**src/rtl/line_ram_scheduler_pkg.sv**
```systemverilog
// rtl/line_ram_scheduler_pkg.sv - shared state encoding and reset constants for the line-RAM scheduler
package line_ram_scheduler_pkg;

    typedef enum logic [1:0] {
        ST_IDLE      = 2'd0,
        ST_WAIT_LINE = 2'd1,
        ST_IN_LINE   = 2'd2
    } state_t;

    localparam logic [3:0] WR_SEL_RESET    = 4'b1000;
    localparam logic [1:0] RD_CENTER_RESET = 2'd1;

    function automatic logic [3:0] rotl4(input logic [3:0] v);
        return {v[2:0], v[3]};
    endfunction

endpackage

```
**src/rtl/line_ram_scheduler.sv**
```systemverilog
// rtl/line_ram_scheduler.sv - rotates four line RAMs per CSI line and generates write address / output qualifier
module line_ram_scheduler
    import line_ram_scheduler_pkg::*;
#(
    parameter int ADDR_WIDTH = 10,
    parameter int CNT_WIDTH  = 12,
    parameter int MIN_LINES  = 3
) (
    input  logic                  clk_i,
    input  logic                  reset_i,
    input  logic                  frame_start_i,
    input  logic                  frame_end_i,
    input  logic                  line_valid_i,
    input  logic                  data_valid_i,
    output logic [ADDR_WIDTH-1:0] wr_addr_o,
    output logic [3:0]            wr_sel_o,
    output logic [1:0]            rd_center_o,
    output logic                  line_odd_o,
    output logic [CNT_WIDTH-1:0]  line_count_o,
    output logic                  out_enable_o,
    output logic                  overflow_o
);

    localparam logic [ADDR_WIDTH-1:0] ADDR_MAX  = '1;
    localparam logic [CNT_WIDTH-1:0]  CNT_MAX   = '1;
    localparam logic [CNT_WIDTH-1:0]  CNT_ONE   = CNT_WIDTH'(1);
    localparam logic [CNT_WIDTH-1:0]  CNT_MIN   = CNT_WIDTH'(MIN_LINES);

    state_t                  r_state;
    state_t                  w_state_nxt;
    logic                    r_lv_d;
    logic                    w_line_start;
    logic                    w_rotate;
    logic [3:0]              r_wr_sel;
    logic [1:0]              r_rd_center;
    logic [CNT_WIDTH-1:0]    r_line_count;
    logic [ADDR_WIDTH-1:0]   r_wr_addr;
    logic                    r_out_enable;
    logic                    r_overflow;
    logic [3:0]              w_sel_base;
    logic [1:0]              w_rd_base;
    logic [CNT_WIDTH-1:0]    w_cnt_base;

    assign w_line_start = line_valid_i & ~r_lv_d;

    // Frame end wins over everything; a frame start may coincide with the first line start.
    always_comb begin
        w_state_nxt = r_state;
        w_rotate    = 1'b0;
        if (frame_end_i) begin
            w_state_nxt = ST_IDLE;
        end else if (frame_start_i) begin
            w_state_nxt = w_line_start ? ST_IN_LINE : ST_WAIT_LINE;
            w_rotate    = w_line_start;
        end else begin
            case (r_state)
                ST_IDLE: w_state_nxt = ST_IDLE;
                ST_WAIT_LINE: begin
                    if (w_line_start) begin
                        w_state_nxt = ST_IN_LINE;
                        w_rotate    = 1'b1;
                    end
                end
                ST_IN_LINE: begin
                    if (!line_valid_i) begin
                        w_state_nxt = ST_WAIT_LINE;
                    end
                end
                default: w_state_nxt = ST_IDLE;
            endcase
        end
    end

    always_ff @(posedge clk_i or posedge reset_i) begin
        if (reset_i) begin
            r_state <= ST_IDLE;
            r_lv_d  <= 1'b0;
        end else begin
            r_state <= w_state_nxt;
            r_lv_d  <= line_valid_i;
        end
    end

    always_comb begin
        w_sel_base = r_wr_sel;
        w_rd_base  = r_rd_center;
        w_cnt_base = r_line_count;
        if (frame_start_i) begin
            w_sel_base = WR_SEL_RESET;
            w_rd_base  = RD_CENTER_RESET;
            w_cnt_base = '0;
        end
    end

    always_ff @(posedge clk_i or posedge reset_i) begin
        if (reset_i) begin
            r_wr_sel     <= WR_SEL_RESET;
            r_rd_center  <= RD_CENTER_RESET;
            r_line_count <= '0;
        end else if (w_rotate) begin
            r_wr_sel     <= rotl4(w_sel_base);
            r_rd_center  <= w_rd_base + 2'd1;
            r_line_count <= (w_cnt_base == CNT_MAX) ? w_cnt_base : w_cnt_base + CNT_ONE;
        end else begin
            r_wr_sel     <= w_sel_base;
            r_rd_center  <= w_rd_base;
            r_line_count <= w_cnt_base;
        end
    end

    always_ff @(posedge clk_i or posedge reset_i) begin
        if (reset_i) begin
            r_wr_addr  <= '0;
            r_overflow <= 1'b0;
        end else begin
            if (!line_valid_i) begin
                r_wr_addr <= '0;
            end else if (data_valid_i && (r_wr_addr != ADDR_MAX)) begin
                r_wr_addr <= r_wr_addr + 1'b1;
            end
            if (frame_start_i) begin
                r_overflow <= 1'b0;
            end else if (line_valid_i && data_valid_i && (r_wr_addr == ADDR_MAX)) begin
                r_overflow <= 1'b1;
            end
        end
    end

    always_ff @(posedge clk_i or posedge reset_i) begin
        if (reset_i) begin
            r_out_enable <= 1'b0;
        end else begin
            r_out_enable <= (r_state == ST_IN_LINE) && data_valid_i && (r_line_count >= CNT_MIN);
        end
    end

    assign wr_addr_o    = r_wr_addr;
    assign wr_sel_o     = r_wr_sel;
    assign rd_center_o  = r_rd_center;
    assign line_count_o = r_line_count;
    assign line_odd_o   = r_line_count[0];
    assign out_enable_o = r_out_enable;
    assign overflow_o   = r_overflow;

endmodule

```
**config.mk**
```make
export PLATFORM = sky130hd
export DESIGN_NAME = line_ram_scheduler
export DESIGN_NICKNAME = d
export VERILOG_FILES = /design/src/rtl/line_ram_scheduler_pkg.sv /design/src/rtl/line_ram_scheduler.sv
export SDC_FILE = /design/constraint.sdc
export NUM_CORES = 1
export LEC_CHECK = 0
export ABC_AREA = 0
export BUFFER_PORTS_ARGS = -buffer_cell sky130_fd_sc_hd__buf_2
export CORE_MARGIN = 4
export CORE_UTILIZATION = 58
export DETAILED_ROUTE_END_ITERATION = 8
export GPL_ROUTABILITY_DRIVEN = 0
export PLACE_DENSITY = 0.84
export SLEW_MARGIN = 30
export SYNTH_ARGS = -nofsm -noshare
export SYNTH_HDL_FRONTEND = slang
export SYNTH_SLANG_ARGS = --single-unit
```
**constraint.sdc**
```tcl
create_clock -name clk_i -period 4.35 [get_ports clk_i]
set_clock_uncertainty 0.2 [all_clocks]
set_input_delay 1.0875 -clock clk_i [delete_from_list [all_inputs] [get_ports clk_i]]
set_output_delay 1.0875 -clock clk_i [all_outputs]
set_load 0.005 [all_outputs]
```
==> summary.txt <==
required time worst endpoint: 4370 ps
drt pass-1 iters: 6
Compound-Gate Fraction of Synth Area: 14.5%
Hold WS: 344 ps
Post-Place Cells: 243
overall routing resource usage: 22.3%
core area: 2850 µm²
proportion of synthesized area in mux cells: 2.78%
antenna violations before repair: 0
DIE HEIGHT: 63.8 µm
net count after synthesis: 189
final worst path period share: 71.1%
Adder-Cell Fraction of Synth Area: 1.39%
largest net degree at the start of global routing: 34
CTS tree: yes
sequential area share after synthesis: 45.9%
post-CTS resize count: 0
DR WL/cell: 16.7 µm
type of the worst min-delay path: register to register
Finished Core Util: 72.7%
vias in the first global route: 1576
insertion delay to the later sink of the worst-skew pair: 340 ps
grt total ovfl: 0
number of DRC markers in iteration 0: 85
Num CTS Buffers: 5
main combinational cell family by area after synthesis: simple AND/OR/NAND/NOR gates
relative slew slack: 56.4%
CTS H-tree depth: 2
Worst Tran Pin Value: 649 ps
Worst-path clk slew: 100 ps
# setup viols final: 0
Yosys warning count: 0
Routed Antenna Nets: 0
row count: 19
Hold-fix buffers, CTS: 0
Power Density: 292 nW/µm²
Total Wirelength: 4.19 mm
Worst Path Buf+Inv: 1
critical path startpoint category: primary input
layout cells sized above 1: 25.9%
Max Clock Freq: 0.323 GHz
first-pass GRT wire length: 7.22 mm
CP Cell Sequence: buf_2 -> nor2b_1 -> ha_1 -> nand4b_4 -> nor4_4 -> nor2_2 -> mux2_4
DIE AREA: 4060 µm²
clock sink total: 33
Post-Syn Area: 1800 µm²
Simple-Gate Fraction of Synth Area: 26.3%
postcts setup bufs: 0
Tmin final: 3090 ps
Slew Limit Fails: 0
Hold Vio Cnt, Final: 0
CTS Root Buffer Type: clkbuf_4
Post-route DRC: 0
final-layout fill cell count: 218
CP max stage delay: 650 ps
syn avg cell area: 9.96 µm²
hpwl dp: 3.01 mm
IO Count: 37
CP endpoint kind: register
starting density of the core: 63.2%
post-synthesis xor/xnor area fraction: 4.37%
peak fanout along the critical path: 24
TNS Setup: 0 ps
synth unique cells: 52
Final #Nets: 227
number of synthesized flops with an enable pin: 0
Worst Path Class, Setup: primary input to register
async set-reset flop share out of synthesis: 100%
CP arrival: 3110 ps
ant diodes: 0
Via Count: 1562
prevailing post-synth register cell: dfrtp_1
Clock Path Buffers: 2
commonest non-fill, non-tap cell in the layout: buf_2
synthesized flop and latch total: 33
Synth-to-Final Area Change: 15.1%
RSZ-0062 raised after global routing: no
slowest cell on the critical path: nor4_4
Cell Count, Final, Fillers Out: 251
cells after synthesis: 181
leakage power: 0.982 nW
Avg Vias per Cell: 6.22
outcome: complete, no violations
commonest non-fill, non-tap cells in the layout: 36 x buf_2, 31 x dfrtp_1, 15 x nand2_1
total of max-cap violations: 0
I/O Buffers: 36
VDD IR-drop max: 0.209 mV
kind of cell adding the most delay to the critical path: simple AND/OR/NAND/NOR gates
DIE WIDTH: 63.8 µm
==> final cells by class <==
class / instances / area [µm²] / area share [%]
Clock buffer: 7 / 55.1 / 2.65
Inverter: 10 / 37.5 / 1.81
Multi-Input combinational cell: 131 / 890 / 42.9
Timing Repair Buffer: 38 / 195 / 9.41
Sequential cell: 33 / 828 / 39.9
Tap cell: 31 / 38.8 / 1.87
Clock inverter: 1 / 30.0 / 1.45
==> cells by family after synthesis <==
logic type / after synthesis
AND/OR/NAND/NOR: 78
AO/OA/AOI/OAI: 38
flip-flops: 33
buffers and inverters: 17
XOR/XNOR: 9
multiplexers: 4
adder cells (fa/ha/maj): 2
==> power by group <==
part | internal (W) | switching (W) | leakage [nW] | total (W)
sequential | 0.000315 | 0.00000722 | 0.448 | 0.000322
combinational | 0.0000164 | 0.0000283 | 0.489 | 0.0000447
clock | 0.000137 | 0.000102 | 0.0455 | 0.000239
total | 0.000468 | 0.000137 | 0.982 | 0.000605
==> stage by stage <==
step	power [W]	setup slack, ps	cell area (µm²)
after global placement	0.000370	1060	1990
final	0.000605	1260	2070
after global routing	0.000638	1150	2070
after CTS	0.000611	1290	2070
after detailed placement	0.000373	963	1990
after floorplan	0.000356	1430	1800
==> layer usage <==
layer  GRT usage [%]  up-vias  share of wire (%)
li1                -      739                  -
met1            28.5      750                 44
met2            35.3       60                 47
met3            5.95       13                6.5
met4            10.5        0                2.5
met5               0        -                  0
==> flip-flops by register name, indices dropped and copies added, names as in the netlist <==
name / flops
wr_addr_o: 10
r_state: 2
line_count_o: 12
overflow_o: 1
out_enable_o: 1
r_lv_d: 1
wr_sel_o: 4
rd_center_o: 2
==> Yosys cell counts, types with 3 or more instances <==
cell | instances | area [µm²]
a21oi_1 | 12 | 60.1
a211oi_1 | 3 | 22.5
nor4_1 | 5 | 31.3
dfrtp_1 | 31 | 776
nor2_1 | 14 | 52.6
nand2_1 | 15 | 56.3
nand3_1 | 11 | 55.1
o31ai_1 | 4 | 30.0
xnor2_1 | 6 | 52.6
or4_1 | 5 | 37.5
o21ai_0 | 3 | 15.0
nand4_1 | 3 | 18.8
inv_1 | 10 | 37.5
nor2b_1 | 4 | 25.0
xor2_1 | 3 | 26.3
==> worst min-delay path, cell delays in order, from the launching register on <==
cell and delay (ps):
dfrtp_1 370, a41oi_1 50, nor2_1 90
==> path summary, 6_finish.rpt <==
kind / from / endpoint / slack (ps) / cells after the start
min in group asynchronous: reset_i / wr_sel_o[1] / 620 / 3
setup / recovery: frame_start_i / line_count_o[1] / 1260 / 7
setup reg to reg: line_count_o[0] / line_count_o[1] / 1820 / 6
max in group asynchronous: reset_i / wr_sel_o[3] / 3010 / 3
hold reg to reg: overflow_o / overflow_o / 340 / 2
hold / removal: overflow_o / overflow_o / 340 / 2
Note: power is estimated with default switching activity, not from simulation.
